<file path="src/rtl/led_sched_pkg.sv">
// led_sched_pkg: shared constants and helpers for the LED scheduler.
//   - FSM state encoding (STATE_IDLE / STATE_HOLD)
//   - LED_OFF: active-low "all LEDs dark" pattern
//   - NUM_REQ: number of status requesters
//   - Round-robin search and one-hot/index conversion helpers
package led_sched_pkg;

   localparam int unsigned NUM_REQ = 3;

   localparam logic STATE_IDLE = 1'b0;
   localparam logic STATE_HOLD = 1'b1;

   localparam logic [3:0] LED_OFF = 4'hF;

   typedef struct packed {
      logic       valid;
      logic [1:0] idx;
   } pick_t;

   // Next requester index mod 3; a stray value of 3 folds back to 0.
   function automatic logic [1:0] rr_next(input logic [1:0] idx);
      return (idx >= 2'd2) ? 2'd0 : idx + 2'd1;
   endfunction

   // First requester at or after ptr (ptr, ptr+1, ptr+2 mod 3).
   function automatic pick_t rr_pick(input logic [2:0] req, input logic [1:0] ptr);
      logic [1:0] c0;
      logic [1:0] c1;
      logic [1:0] c2;
      pick_t      p;
      c0 = (ptr == 2'd3) ? 2'd0 : ptr;
      c1 = rr_next(c0);
      c2 = rr_next(c1);
      p.valid = 1'b1;
      if (req[c0]) begin
         p.idx = c0;
      end else if (req[c1]) begin
         p.idx = c1;
      end else if (req[c2]) begin
         p.idx = c2;
      end else begin
         p.valid = 1'b0;
         p.idx   = 2'd0;
      end
      return p;
   endfunction

   function automatic logic [2:0] idx_to_onehot(input logic [1:0] idx);
      logic [2:0] oh;
      case (idx)
         2'd1:    oh = 3'b010;
         2'd2:    oh = 3'b100;
         default: oh = 3'b001;
      endcase
      return oh;
   endfunction

   // Owner index of a one-hot grant; idle (all zero) maps to 0.
   function automatic logic [1:0] onehot_to_idx(input logic [2:0] oh);
      logic [1:0] idx;
      case (oh)
         3'b010:  idx = 2'd1;
         3'b100:  idx = 2'd2;
         default: idx = 2'd0;
      endcase
      return idx;
   endfunction

   function automatic logic [3:0] code_of(input logic [11:0] code, input logic [1:0] idx);
      logic [3:0] c;
      case (idx)
         2'd1:    c = code[7:4];
         2'd2:    c = code[11:8];
         default: c = code[3:0];
      endcase
      return c;
   endfunction

endpackage

</file>
<file path="src/rtl/led_tick_gen.sv">
// led_tick_gen: free-running prescaler producing a one-cycle tick pulse.
//   clk    in  system clock
//   rst_in in  asynchronous active-high reset
//   tick   out registered pulse, high for one clk every TICK_DIV clks
// The counter runs 0..TICK_DIV-1; tick is high in the cycle after the
// counter sits at TICK_DIV-1.
module led_tick_gen #(
   parameter logic [26:0] TICK_DIV = 27'd20_000_000
) (
   input  logic clk,
   input  logic rst_in,
   output logic tick
);

   localparam logic [26:0] TERM = TICK_DIV - 27'd1;

   logic [26:0] cnt_q, cnt_d;
   logic        tick_q, tick_d;

   always_comb begin
      tick_d = (cnt_q == TERM);
      cnt_d  = (cnt_q == TERM) ? 27'd0 : cnt_q + 27'd1;
   end

   always_ff @(posedge clk or posedge rst_in) begin
      if (rst_in) begin
         cnt_q  <= 27'd0;
         tick_q <= 1'b0;
      end else begin
         cnt_q  <= cnt_d;
         tick_q <= tick_d;
      end
   end

   assign tick = tick_q;

endmodule

</file>
<file path="src/rtl/led_sched.sv">
// led_sched: time-shares four active-low LEDs among three status requesters.
//   clk    in  system clock
//   rst_in in  asynchronous active-high reset
//   req    in  per-requester level request
//   code   in  code[4i+3:4i] = active-high pattern of requester i
//   blink  in  blink[i] = blink requester i's pattern at tick rate
//   grant  out one-hot current owner, 0 when idle
//   tick   out one-cycle prescaler pulse
//   leds   out active-low LED drive
// Round-robin arbitration; each grant is held for at least DWELL_TICKS ticks.
module led_sched
   import led_sched_pkg::*;
#(
   parameter logic [26:0] TICK_DIV    = 27'd20_000_000,
   parameter logic [3:0]  DWELL_TICKS = 4'd5
) (
   input  logic                   clk,
   input  logic                   rst_in,
   input  logic [NUM_REQ-1:0]     req,
   input  logic [4*NUM_REQ-1:0]   code,
   input  logic [NUM_REQ-1:0]     blink,
   output logic [NUM_REQ-1:0]     grant,
   output logic                   tick,
   output logic [3:0]             leds
);

   logic       tick_w;

   logic       state_q, state_d;
   logic [2:0] grant_q, grant_d;
   logic [3:0] shown_q, shown_d;
   logic [3:0] dwell_q, dwell_d;
   logic       phase_q, phase_d;
   logic [1:0] rr_ptr_q, rr_ptr_d;
   logic [3:0] leds_q, leds_d;

   logic [1:0] owner;
   logic [1:0] owner_d;
   logic [1:0] rel_ptr;
   pick_t      idle_pick;
   pick_t      rel_pick;
   logic [2:0] others;

   led_tick_gen #(
      .TICK_DIV (TICK_DIV)
   ) u_tick_gen (
      .clk    (clk),
      .rst_in (rst_in),
      .tick   (tick_w)
   );

   assign owner     = onehot_to_idx(grant_q);
   assign rel_ptr   = rr_next(owner);
   assign idle_pick = rr_pick(req, rr_ptr_q);
   // Search starts after the owner, so the owner is only re-picked last.
   assign rel_pick  = rr_pick(req, rel_ptr);
   assign others    = req & ~grant_q;

   always_comb begin
      state_d  = state_q;
      grant_d  = grant_q;
      shown_d  = shown_q;
      dwell_d  = dwell_q;
      phase_d  = phase_q;
      rr_ptr_d = rr_ptr_q;

      if (state_q == STATE_IDLE) begin
         if (idle_pick.valid) begin
            state_d = STATE_HOLD;
            grant_d = idx_to_onehot(idle_pick.idx);
            shown_d = code_of(code, idle_pick.idx);
            dwell_d = DWELL_TICKS;
            phase_d = 1'b1;
         end
      end else begin
         // Display tracks the owner's code only while it still requests.
         if (req[owner]) begin
            shown_d = code_of(code, owner);
         end
         if (tick_w) begin
            if (blink[owner]) begin
               phase_d = ~phase_q;
            end
            if (dwell_q != 4'd0) begin
               dwell_d = dwell_q - 4'd1;
            end
            if (dwell_q == 4'd1) begin
               if (|others) begin
                  rr_ptr_d = rel_ptr;
                  grant_d  = idx_to_onehot(rel_pick.idx);
                  shown_d  = code_of(code, rel_pick.idx);
                  dwell_d  = DWELL_TICKS;
                  phase_d  = 1'b1;
               end else if (req[owner]) begin
                  // Sole requester keeps the LEDs; blink phase runs on.
                  dwell_d = DWELL_TICKS;
               end else begin
                  state_d  = STATE_IDLE;
                  grant_d  = 3'b000;
                  rr_ptr_d = rel_ptr;
               end
            end
         end
      end
   end

   // LEDs are registered from next-state values so they move with grant.
   always_comb begin
      owner_d = onehot_to_idx(grant_d);
      leds_d  = LED_OFF;
      if (state_d == STATE_HOLD) begin
         if (blink[owner_d]) begin
            leds_d = ~(shown_d & {4{phase_d}});
         end else begin
            leds_d = ~shown_d;
         end
      end
   end

   always_ff @(posedge clk or posedge rst_in) begin
      if (rst_in) begin
         state_q  <= STATE_IDLE;
         grant_q  <= 3'b000;
         shown_q  <= 4'h0;
         dwell_q  <= 4'h0;
         phase_q  <= 1'b1;
         rr_ptr_q <= 2'd0;
         leds_q   <= LED_OFF;
      end else begin
         state_q  <= state_d;
         grant_q  <= grant_d;
         shown_q  <= shown_d;
         dwell_q  <= dwell_d;
         phase_q  <= phase_d;
         rr_ptr_q <= rr_ptr_d;
         leds_q   <= leds_d;
      end
   end

   assign grant = grant_q;
   assign leds  = leds_q;
   assign tick  = tick_w;

endmodule

</file>
<file path="config.mk">
export PLATFORM = sky130hd
export DESIGN_NAME = led_sched
export DESIGN_NICKNAME = d
export VERILOG_FILES = /design/src/rtl/led_sched_pkg.sv /design/src/rtl/led_tick_gen.sv /design/src/rtl/led_sched.sv
export SDC_FILE = /design/constraint.sdc
export NUM_CORES = 1
export LEC_CHECK = 0
export CORE_ASPECT_RATIO = 0.5
export CORE_MARGIN = 2
export CORE_UTILIZATION = 52
export DETAILED_ROUTE_END_ITERATION = 10
export HOLD_SLACK_MARGIN = 0.05
export PLACE_DENSITY = 0.76
export SYNTH_ARGS = -nofsm -noshare
export SYNTH_HDL_FRONTEND = slang
export SYNTH_SLANG_ARGS = --single-unit
export TNS_END_PERCENT = 1
</file>
<file path="constraint.sdc">
create_clock -name clk -period 2.8 [get_ports clk]
set_input_delay 0.56 -clock clk [delete_from_list [all_inputs] [get_ports clk]]
set_output_delay 0.56 -clock clk [all_outputs]
set_load 0.02 [all_outputs]
</file>
# Yosys cells after proc, flatten, opt, wreduce, memory -nomap -nowiden
# Index checks and enable logic that the tools add are counted.
dict set report totals {
  regBits 47
  output_inout_bits 8
}
dict set report op_classes {
  bitwise 6
  n_eq_ne 16
  n_mux 77
  n_reduce_logical 5
  n_lt_le_gt_ge 13
  add_sub_neg 7
}
# op n
set op_table {}
lappend op_table {{2-to-1 mux 4 bit} 15}
lappend op_table {{2-to-1 mux 2 bit} 15}
lappend op_table {{adder 27 x 1 -> 27 bit (second input constant)} 1}
lappend op_table {{== test 27 x 25 -> 1 bit (second input constant)} 1}
lappend op_table {{2-to-1 mux 27 bit} 1}
lappend op_table {{less-than comparator 2 x 3 -> 1 bit (second input constant)} 8}
lappend op_table {{2-to-1 mux 1 bit} 24}
lappend op_table {{one-hot mux 4 bit (2 select lines)} 3}
lappend op_table {{binary-select mux 1 bit (select 2 bit)} 9}
lappend op_table {{2-to-1 mux 3 bit} 6}
lappend op_table {{one-hot mux 3 bit (2 select lines)} 2}
lappend op_table {{adder 2 x 1 -> 2 bit (second input constant)} 5}
lappend op_table {{== test 2 bit (second input constant)} 5}
lappend op_table {{>= comparator 2 bit (second input constant)} 5}
lappend op_table {{inverter 4 bit} 2}
lappend op_table {{one-hot mux 2 bit (2 select lines)} 2}
lappend op_table {{== test 2 x 1 -> 1 bit (second input constant)} 3}
lappend op_table {{== test 3 x 2 -> 1 bit (second input constant)} 2}
lappend op_table {{== test 3 bit (second input constant)} 2}
lappend op_table {{bitwise AND 4 bit} 1}
lappend op_table {{== test 4 x 1 -> 1 bit (second input constant)} 1}
lappend op_table {{inequality test 2 x 1 -> 1 bit (second input constant)} 2}
lappend op_table {{AND reduction 4 bit} 1}
lappend op_table {{nonzero test 4 bit} 1}
lappend op_table {{7 further kinds} 7}

# Longest topological paths before layout
dict set report depth {
  depth_word 27
  depth_mapped 17
}

# By module
# A second synthesis with hierarchy kept.
dict set report unflattened {
  hier_cells 367
  area_unflattened_um2 3208.1
}
# module instances area_per_inst_um2 cells_each seq_area_each_um2
set by_module_without_submodules {}
lappend by_module_without_submodules {led_sched 1 1800.5 229 481.7}
lappend by_module_without_submodules {led_tick_gen 1 1407.6 138 700.7}

# Least setup slack after synthesis
# Ideal clock, no wire load.
dict set report synth_path {
  kind {reg2reg}
  startpoint {register grant_q[1] (netlist: grant[1])}
  endpoint {register leds_q[0] (netlist: leds[0])}
  required_ns 2.714
  path_stages_with_launch 13
  slack_ns -0.071
  arrival_ns 2.785
  cell_sequence {dfrtp_1 > buf_6 > clkbuf_1 > inv_1 > a2bb2oi_1 > o21ai_0 > inv_1 > ha_1 > a221oi_1 > o211ai_1 > o22a_1 > o221ai_2 > nand2_1}
}
dict set report synth_between {
  elab_chain_cells 27
}
# item line_no
set synth_rtl {}
lappend synth_rtl {{start, declared} led_sched.sv:30} ;# logic [2:0] grant_q, grant_d;
lappend synth_rtl {{start signal, assigned} led_sched.sv:131} ;# grant_q <= grant_d;
lappend synth_rtl {{== test 3 bit or == test 3 x 2 -> 1 bit (tied branches)} led_sched_pkg.sv:61} ;# case (oh)
lappend synth_rtl {{one-hot mux 2 bit (2 select lines)} led_sched_pkg.sv:61}
lappend synth_rtl {{adder 2 x 1 -> 2 bit or >= comparator 2 bit (tied branches)} led_sched_pkg.sv:22} ;# return (idx >= 2'd2) ? 2'd0 : idx + 2'd1;
lappend synth_rtl {{2-to-1 mux 2 bit} led_sched_pkg.sv:22}
lappend synth_rtl {{== test 2 bit} led_sched_pkg.sv:31} ;# c0 = (ptr == 2'd3) ? 2'd0 : ptr;
lappend synth_rtl {{2-to-1 mux 2 bit} led_sched_pkg.sv:31}
lappend synth_rtl {{adder 2 x 1 -> 2 bit or >= comparator 2 bit (tied branches)} led_sched_pkg.sv:22}
lappend synth_rtl {{2-to-1 mux 2 bit} led_sched_pkg.sv:22}
lappend synth_rtl {{[... 12 more ...]} --}
lappend synth_rtl {{2-to-1 mux 3 bit} led_sched.sv:67} ;# if (state_q == STATE_IDLE) begin
lappend synth_rtl {{== test 3 bit or == test 3 x 2 -> 1 bit (tied branches)} led_sched_pkg.sv:61}
lappend synth_rtl {{one-hot mux 2 bit (2 select lines)} led_sched_pkg.sv:61}
lappend synth_rtl {{binary-select mux 1 bit (select 2 bit)} led_sched.sv:112} ;# if (blink[owner_d]) begin
lappend synth_rtl {{2-to-1 mux 1 bit (not written as such)} led_sched.sv:112}
lappend synth_rtl {{2-to-1 mux 4 bit} led_sched.sv:112}
lappend synth_rtl {{2-to-1 mux 4 bit (*)} led_sched.sv:111} ;# if (state_d == STATE_HOLD) begin
lappend synth_rtl {{net leds_d[0]} led_sched.sv:35} ;# logic [3:0] leds_q, leds_d;
lappend synth_rtl {{end signal, assigned} led_sched.sv:136} ;# leds_q <= leds_d;
lappend synth_rtl {{end, declared} led_sched.sv:35}
# The timed path passes the listed nets; every way through them passes the cells marked *. The select of a mux whose other input is x is not followed.
# A chain may end at the register's enable or synchronous reset.

# Worst setup path in the final report
dict set report layout_path {
  startpoint {register rr_ptr_q[1]}
  endpoint {register leds_q[1] (netlist: leds[1])}
}
dict set report layout_between {
  elab_chain_cells 21
}
# item line_no
set layout_rtl {}
lappend layout_rtl {{start, declared} led_sched.sv:34} ;# logic [1:0] rr_ptr_q, rr_ptr_d;
lappend layout_rtl {{start signal, assigned} led_sched.sv:135} ;# rr_ptr_q <= rr_ptr_d;
lappend layout_rtl {{== test 2 bit} led_sched_pkg.sv:31}
lappend layout_rtl {{2-to-1 mux 2 bit (*)} led_sched_pkg.sv:31}
lappend layout_rtl {{adder 2 x 1 -> 2 bit or >= comparator 2 bit (tied branches)} led_sched_pkg.sv:22}
lappend layout_rtl {{2-to-1 mux 2 bit} led_sched_pkg.sv:22}
lappend layout_rtl {{adder 2 x 1 -> 2 bit or >= comparator 2 bit (tied branches)} led_sched_pkg.sv:22}
lappend layout_rtl {{2-to-1 mux 2 bit} led_sched_pkg.sv:22}
lappend layout_rtl {{binary-select mux 1 bit (select 2 bit)} led_sched_pkg.sv:39} ;# end else if (req[c2]) begin
lappend layout_rtl {{2-to-1 mux 1 bit (not written as such)} led_sched_pkg.sv:39}
lappend layout_rtl {{[... 6 more ...]} --}
lappend layout_rtl {{2-to-1 mux 3 bit} led_sched.sv:67}
lappend layout_rtl {{== test 3 bit or == test 3 x 2 -> 1 bit (tied branches)} led_sched_pkg.sv:61}
lappend layout_rtl {{one-hot mux 2 bit (2 select lines)} led_sched_pkg.sv:61}
lappend layout_rtl {{binary-select mux 1 bit (select 2 bit)} led_sched.sv:112}
lappend layout_rtl {{2-to-1 mux 1 bit (not written as such)} led_sched.sv:112}
lappend layout_rtl {{2-to-1 mux 4 bit} led_sched.sv:112}
lappend layout_rtl {{2-to-1 mux 4 bit (*)} led_sched.sv:111}
lappend layout_rtl {{net leds_d[1]} led_sched.sv:35}
# Marked as above.

==> results.yml <==
global_routing:
  grt_max_degree: 32
  grt_usage_pct: 25.3
  antenna_found_initial: 0
  grt_pass1_wl_um: 13300
  grt.overflow.total: 0
  grt_pass1_vias: 2787
clock_tree:
  cts_tree: "built"
  clk_pin_slew_ps: 60
  clock_latency_ps: 280
  h-tree-depth: 2
  cts_buffers: 5
  clockBufferDepth: 2
  cts_root_buf: "clkbuf_16"
  clock_sinks: 47
sta:
  fin_crit_sh_pct: 98.4
  finClkSkew_ps: 5.25
  fmax_mhz: 363
  maxSlewHeadroom_pct: 29.2
  setup_viol: 0
  slew_viol_final: 0
  hold_viol: 0
  worst_slack_ps: 44.8
  worst-slew-pin-transition_ps: 1050
  fin_crit_ps: 2760
  rsz0062_at_grt: "yes"
synth:
  synth-seq-cells: 47
  netlist_area_um2: 3110
  synth_cells: 360
  synth_flop_cell: "dfrtp_1"
  seq_area_frac_synth_pct: 38.0
  async_flop_share_pct: 100
  yosys_warnings: 0
  syn-num-nets: 396
  synth_edf_count: 0
  synth_cell_types: 56
  avgSynthCellArea_um2: 8.64
layout:
  antennaDiodeCount: 0
  syn2layout_area_growth_pct: 29.3
  finalNonFillerCells: 493
  drive_above_1_share_pct: 19.5
  final_nets: 456
  fillers: 412
route:
  vias_per_cell: 5.90
  wl_um: 8110
  drt-pass1-iter-count: 5
  num_vias: 2910
  wl_per_cell_um: 16.4
  drtIter0Drc: 320
  route.detailed.drc: 0
  ant_nets: 0
floorplan:
  dieArea_um2: 6650
  rows: 19
  io_pins: 28
  die_x_um: 113
  die_h_um: 58.7
  start_util_pct: 55.2
  coreArea_um2: 5630
critical_path:
  endpoint_kind: "register"
  arrival_ps: 2970
  critPathKind: "register to register"
  required_ps: 3010
  crit_fanout: 4
  critPathLaunchType: "register"
place:
  dp.cells: 485
  dp_hpwl_um: 5820
  pre_cts_ws_ps: -425
  port-buffer-count: 27
  gp_congestion: 1.03
hold_path:
  hp-class: "register to register"
pwr:
  vdd_drop_max_mv: 0.219
  p_per_area_nw_per_um2: 453
  power.total_uw: 1820
  p_leak_uw: 0.00176
outcome:
  status: "completed"
flow_run:
  max-cap-violations: 0
==> placed cells by master, fill, tap and decap left out, drive strengths merged, types with 3 or more instances in the layout <==
master,count
clkbuf,6
mux2i,3
xor2,12
nor2,54
inv,18
and2,5
buf,40
o211ai,7
nand2b,7
nor2b,6
nand2,32
or3,5
a211o,5
o21ai,27
dfstp,5
a31oi,4
ha,16
a21oi,3
a32o,5
nor3,4
dfrtp,42
xnor2,15
clkdlybuf4s50,24
a211oi,5
a22oi,8
nand4,5
o22ai,6
and3,4
nand3,14
==> worst max-delay path: stages, from the launching register on <==
cell and delay (ps):
dfrtp_2 440, ha_4 280, nor2_4 70, nand2_1 50
o21ai_1 80, nand2_1 90, o21ai_2 80, a21oi_2 80
o21ai_2 130, nand2_1 100, ha_2 200, nor2_1 110
mux2i_1 110, a211o_1 330, o22a_1 240, o221ai_4 230
nand2_1 90
==> cell families (layout without fill, tap and decap cells) <==
| logic type | after synthesis | count (layout) | synth area share (%) |
|---|---|---|---|
| XOR/XNOR | 27 | 27 | 7.61 |
| AND/OR/NAND/NOR | 142 | 142 | 21.7 |
| buffers and inverters | 34 | 94 | 4.51 |
| flip-flops | 47 | 47 | 38.0 |
| AO/OA/AOI/OAI | 90 | 90 | 20.4 |
| multiplexers | 4 | 4 | 1.33 |
| adder cells (fa/ha/maj) | 16 | 16 | 6.44 |
==> Yosys cell counts, types with 3 or more instances <==
cell type / number / area share, %
xor2_1: 12 / 3.4
or3_1: 5 / 1.0
nor2_1: 54 / 6.5
a211oi_1: 5 / 1.2
a32o_1: 5 / 1.6
dfrtp_1: 42 / 34
xnor2_1: 15 / 4.2
a211o_1: 5 / 1.4
nand2_1: 32 / 3.9
nor2b_1: 6 / 1.2
nor3_1: 4 / 0.64
nand2b_1: 6 / 1.2
clkbuf_1: 7 / 0.85
a31oi_1: 4 / 0.80
o211ai_1: 7 / 1.7
and2_1: 5 / 1.0
mux2i_1: 3 / 0.97
nand3_1: 14 / 2.3
nand4_1: 5 / 1.0
o21ai_0: 26 / 4.2
and3_1: 3 / 0.60
a21oi_1: 3 / 0.48
ha_1: 16 / 6.4
buf_2: 4 / 0.64
a22oi_1: 8 / 1.9
inv_1: 19 / 2.3
o22ai_1: 6 / 1.2
dfstp_2: 5 / 4.2
==> area by class of cell <==
cell class / instances / area, um^2 / area share (%)
clock buffers: 6 / 129 / 3.21
repair buffers: 67 / 583 / 14.5
clock inverters: 1 / 30.0 / 0.747
flip-flops and latches: 47 / 1180 / 29.4
multi-input cells: 279 / 1930 / 48.0
inverters: 20 / 75.1 / 1.87
well taps: 73 / 91.3 / 2.27
==> layer usage <==
metal / track usage [%] / vias to the layer above / wire length [um]
met5: 0 / - / 0
met4: 3.66 / 0 / 48
met3: 5.36 / 10 / 537
met2: 44.1 / 120 / 3860
met1: 34.2 / 1385 / 3660
li1: - / 1395 / -
==> registers in the layout, summed over array words and instances (netlist names), 2 cells and up <==
signal            cells
dwell_q               4
grant                 3
leds                  4
rr_ptr_q              2
shown_q               4
u_tick_gen.cnt_q     27
==> stage by stage <==
stage / area (um^2) / util (%) / hold slack [ps] / setup TNS (ps)
final: 4020 / 71.4 / 480 / 0
after global routing: 4020 / 71.4 / 494 / -378
after CTS: 3890 / 69.1 / 483 / 0
after detailed placement: 3720 / 66.0 / 471 / -3000
after global placement: 3720 / 66.0 / 462 / -2600
after floorplan: 3110 / - / 445 / 0
==> repair_timing <==
action,4_1_cts,5_1_grt
buffers inserted,0,1
resized for setup,9,30
pin swaps,4,14
endpoints found under the hold margin,0,0
endpoints found under the setup margin,7,8
hold buffers,0,0
==> path summary, 6_finish.rpt <==
kind                                             to                start  slack [ps]  depth (start not counted)
worst max-delay path                        leds[1]          rr_ptr_q[1]          40                         16
worst min-delay path            u_tick_gen.cnt_q[4]  u_tick_gen.cnt_q[4]         480                          1
worst max register to register              leds[1]          rr_ptr_q[1]          40                         16
worst min register to register  u_tick_gen.cnt_q[4]  u_tick_gen.cnt_q[4]         480                          1
max in group asynchronous                   leds[1]               rst_in        1570                          3
min in group asynchronous                   state_q               rst_in         620                          2
==> where the power goes <==
part           switching, uW  internal (uW)  leakage, uW
combinational            216            203      0.00109
clock                    241            417    0.0000769
sequential              25.0            721     0.000595
total                    482           1340      0.00176
Note: power is estimated with default switching activity, not from simulation.
==> patch 1 (config.mk and constraints unchanged) <==
Reset style: synchronous (`rst_in`), changed in 2 clocked blocks. Comments in the files are not updated.
--- a/src/rtl/led_tick_gen.sv
+++ b/src/rtl/led_tick_gen.sv
@@ -24,3 +24,3 @@
 
-   always_ff @(posedge clk or posedge rst_in) begin
+   always_ff @(posedge clk) begin
       if (rst_in) begin
--- a/src/rtl/led_sched.sv
+++ b/src/rtl/led_sched.sv
@@ -119,3 +119,3 @@
 
-   always_ff @(posedge clk or posedge rst_in) begin
+   always_ff @(posedge clk) begin
       if (rst_in) begin
Formal check against the unedited RTL: differs if rst_in is asserted again (counterexample within 4 cycles, from zero or initial values and one cycle with rst_in high); with rst_in held inactive, the same outputs for 10 cycles.
==> patch 1 against the original RTL <==
- the run now ends with negative setup slack left
- wire length up 19%
- non-clock buffer count is 22 higher
- total power shrank 5.4%
- setup slack worse by 0.23 ns
- sequential cell count did not move
- cell area grew 6.3%
- area after synthesis is 0.64% higher
- sequential power shrank 3.5%
- via count is 16% higher
- global-route usage up 3.2 points
- critical path type unchanged
- critical endpoint is now leds[2]
==> patch 1: results (changes against the original RTL) <==
outcome: "complete, but fails checks"  # was complete, no violations
violations: "negative setup slack"
grt_first_pass_wirelength_um: 14900  # was 13300 um
avgSynthCellArea_sq_um: 8.07  # was 8.64 sq um
dp_slack_ns: -0.565  # was -0.425 ns
grt_max_degree: 27  # was 32
slowest_delay_ns: 0.41  # was 0.44 ns
crit_fanout: 6  # was 4
syn-num-nets: 420  # was 396
post-route-worst-setup-slack_ns: -0.181  # was 0.0448 ns
peakVddDrop_mv: 0.254  # was 0.219 mV
synth_ff_type: "dfxtp_1"  # was dfrtp_1
gp_congestion: 0.885  # was 1.03
yosys-top-cells-count: "51 x nor2_1, 47 x dfxtp_1, 34 x nand2_1, 22 x inv_1, 15 x xnor2_1"  # was 54 x nor2_1, 42 x dfrtp_1, 32 x nand2_1, 26 x o21ai_0, 19 x inv_1
dr_total_vias: 3364  # was 2910
drt-total-wl_um: 9670  # was 8110 um
largest_reg_flops: 27  # unchanged
pwr-share-comb: 0.252  # was 0.230
drive_above_1_share: 0.277  # was 0.195
grt_use_total: 0.285  # was 0.253
skew_ns: 0.00321  # was 0.00525 ns
instances_no_fill: 539  # was 493
path_clk_slew_ns: 0.06  # about the same
fin_nets: 498  # was 456
grt_pass1_vias: 3203  # was 2787
dr.pass1.iters: 6  # was 5
yosysUniqueCellTypes: 66  # was 56
power_switching_share: 0.293  # was 0.265
post_dp_cell_area_sq_um: 3820  # was 3720 sq um
setup_viol: 5  # was 0
ys_seq_area_frac: 0.301  # was 0.380
place_inst: 522  # was 485
drt_iter0_drc: 308  # was 320
arrival_ns: 3.17  # was 2.97 ns
pg_comb_mw: 0.434  # was 0.419 mW
tns_ns: -0.664  # was 0 ns
hpwl_um: 6480  # was 5820 um
async_flop_share: 0  # was 1.00
worst_pin_slew_ns: 0.699  # was 1.05 ns
synthTopCellsByArea: "dfxtp_1 30%, nor2_1 6.1%, ha_1 4.8%, xnor2_1 4.2%, nand2_1 4.1%"  # was dfrtp_1 34%, nor2_1 6.5%, ha_1 6.4%, dfstp_2 4.2%, xnor2_1 4.2%
leakage_nw: 1.57  # was 1.76 nW
worst_path_max_delay_cell: "a311o_1"  # was dfrtp_2
sequentialPower_mw: 0.720  # was 0.746 mW
-- patch 1: cell count changes in the layout (fill, tap and decap cells not counted), sizes merged, moves of 5 or more --
cell    before  now
dfrtp       42    0
o21ai       27   13
dfstp        5    0
a32o         5    0
dfxtp        0   47
nor3         4   12
buf         40   62
o211ai       7   12
nor4         2    7
inv         18   23
a311oi       0    6
-- patch 1: final timing paths --
kind                                           from                  end  slack, ns  depth (start not counted)
worst max-delay path                    rr_ptr_q[1]              leds[2]      -0.18                         13
worst min-delay path            u_tick_gen.cnt_q[0]  u_tick_gen.cnt_q[0]       0.45                          1
worst max register to register          rr_ptr_q[1]              leds[2]      -0.18                         13
worst min register to register  u_tick_gen.cnt_q[0]  u_tick_gen.cnt_q[0]       0.45                          1
-- patch 1: timing repair --
item,CTS,global route
buffers inserted,7,3
hold buffers,0,0
resized for setup,34,25
pin swaps,18,18
hold endpoints to repair,0,0
endpoints found under the setup margin,8,7
-- patch 1: layout make-up --
| class | instances | area [sq um] |
|---|---|---|
| fillers | 415 | 1360 |
| inverters | 23 | 86.3 |
| clock inverters | 2 | 13.8 |
| flip-flops and latches | 47 | 952 |
| well taps | 73 | 91.3 |
| multi-input cells | 300 | 2270 |
| clock buffers | 5 | 125 |
| repair buffers | 89 | 736 |
-- patch 1: routing by layer --
metal	GRT usage	wire, um
met5	0	0
met4	0.127	280
met3	0.0597	707
met2	0.499	4560
met1	0.347	4120
-- patch 1: kinds of logic after synthesis --
logic type                 after synthesis  synth area share
AOI/OAI and AO/OA                       98             0.242
xor gates and xnor gates                27            0.0756
adders and majority gates               12            0.0480
buffers and inverters                   41            0.0636
DFF                                     47             0.301
muxes                                    8            0.0284
and+or+nand+nor                        155             0.242
==> patch 2 (same settings) <==
Without the edit above. `TICK_DIV` is set to 27'd20_000_000 in 2 places; all go to 27'd16777216.
--- a/src/rtl/led_tick_gen.sv
+++ b/src/rtl/led_tick_gen.sv
@@ -7,3 +7,3 @@
 module led_tick_gen #(
-   parameter logic [26:0] TICK_DIV = 27'd20_000_000
+   parameter logic [26:0] TICK_DIV = 27'd16777216
 ) (
--- a/src/rtl/led_sched.sv
+++ b/src/rtl/led_sched.sv
@@ -13,3 +13,3 @@
 #(
-   parameter logic [26:0] TICK_DIV    = 27'd20_000_000,
+   parameter logic [26:0] TICK_DIV    = 27'd16777216,
    parameter logic [3:0]  DWELL_TICKS = 4'd5
Check against the original RTL: no difference found for any inputs over 10 cycles, from zero or initial values and one cycle with rst_in high; that may be too few to reach the edited logic, so the function may still have changed.
==> patch 2 against the original RTL <==
- total power is 4.8% lower
- wire length decreased by 8.6%
- critical path depth shrank 5
- highest routed layer unchanged
- sequential cell count is the same
- maximum frequency is 1.3% lower
- first-iteration DRC count shrank 43%
- setup slack worse by 0.037 ns
- sequential power hardly changed
- cell area fell by 3.5%
- area after synthesis is 0.97% lower
- via count shrank 2.5%
==> patch 2: results (changes against the original RTL) <==
r2r_slack_ns: 0.02  # was 0.04 ns
synth_xor_xnor_area_share: 0.0740  # was 0.0761
dr_total_vias: 2836  # was 2910
syn-num-nets: 389  # was 396
post_dp_cell_area_sq_um: 3640  # was 3720 sq um
grt_max_degree: 22  # was 32
outcome: "complete, no violations"  # unchanged
worst_pin_slew_ns: 0.805  # was 1.05 ns
m1WireLength_um: 3400  # was 3660 um
instances_no_fill: 485  # was 493
pg_comb_mw: 0.393  # was 0.419 mW
crit_fanout: 8  # was 4
stdcell_area_sq_um: 3880  # was 4020 sq um
gp_congestion: 0.893  # was 1.03
synthTopCellsByArea: "dfrtp_1 34%, ha_1 6.5%, nor2_1 6.0%, dfstp_2 4.3%, o21ai_0 4.2%"  # was dfrtp_1 34%, nor2_1 6.5%, ha_1 6.4%, dfstp_2 4.2%, xnor2_1 4.2%
synthMuxAreaShare: 0.0134  # was 0.0133
skew_ns: 0.00827  # was 0.00525 ns
use_met3: 0.0515  # was 0.0536
place_inst: 474  # was 485
crit_end: "leds[2]"  # was leds[1]
dp_slack_ns: -0.400  # was -0.425 ns
timing.hold.ws_ns: 0.473  # was 0.480 ns
cp-end-kind: "flip-flop"  # unchanged
drive_above_1_share: 0.184  # was 0.195
grt_pass1_vias: 2729  # was 2787
synth_compound_area_frac: 0.208  # was 0.204
cts.repair.resized: 8  # was 9
fin_nets: 447  # was 456
fill_cells: 431  # was 412
hpwl_um: 5600  # was 5820 um
crit_family: "compound AO/OA/AOI/OAI gates"  # unchanged
met3_length_um: 374  # was 537 um
drt_iter0_drc: 183  # was 320
leakage_nw: 1.72  # was 1.76 nW
internal-power_mw: 1.25  # was 1.34 mW
final.min_clock_period_ns: 2.79  # was 2.76 ns
total_power_mw: 1.73  # was 1.82 mW
rr_endpoint: "leds[2]"  # was leds[1]
synth_cells: 353  # was 360
yosys-top-cells-count: "49 x nor2_1, 42 x dfrtp_1, 29 x nand2_1, 26 x o21ai_0, 17 x inv_1"  # was 54 x nor2_1, 42 x dfrtp_1, 32 x nand2_1, 26 x o21ai_0, 19 x inv_1
critPathLaunch: "req[0]"  # was rr_ptr_q[1]
cts-htree-levels: 2  # unchanged
grt_first_pass_wirelength_um: 12600  # was 13300 um
cts_setup_buffers: 1  # was 0
worst_path_max_delay_cell: "clkdlybuf4s50_1"  # was dfrtp_2
clk_latency_ns: 0.29
slowest_delay_ns: 0.42  # was 0.44 ns
grt_use_total: 0.238  # was 0.253
r2r_cells: 12  # was 16
[patch 2: area by class of cell]
cell class              count  area share
multi-input cells         274       0.473
well taps                  73      0.0235
flip-flops and latches     47       0.305
inverters                  18      0.0174
clock buffers               5      0.0322
clock inverters             3     0.00580
repair buffers             65       0.143
[patch 2: worst min-delay path by stage]
| stage | start | to | cells past startpoint |
|---|---|---|---|
| 5_1_grt | u_tick_gen.cnt_q[18] | u_tick_gen.cnt_q[18] | 1 |
| 3_3_place_gp | u_tick_gen.cnt_q[12] | u_tick_gen.cnt_q[12] | 1 |
| 3_5_place_dp | u_tick_gen.cnt_q[18] | u_tick_gen.cnt_q[18] | 1 |
| 4_1_cts | u_tick_gen.cnt_q[18] | u_tick_gen.cnt_q[18] | 1 |
| 2_1_floorplan | u_tick_gen.cnt_q[12] | u_tick_gen.cnt_q[12] | 1 |
| 6_report | u_tick_gen.cnt_q[18] | u_tick_gen.cnt_q[18] | 1 |
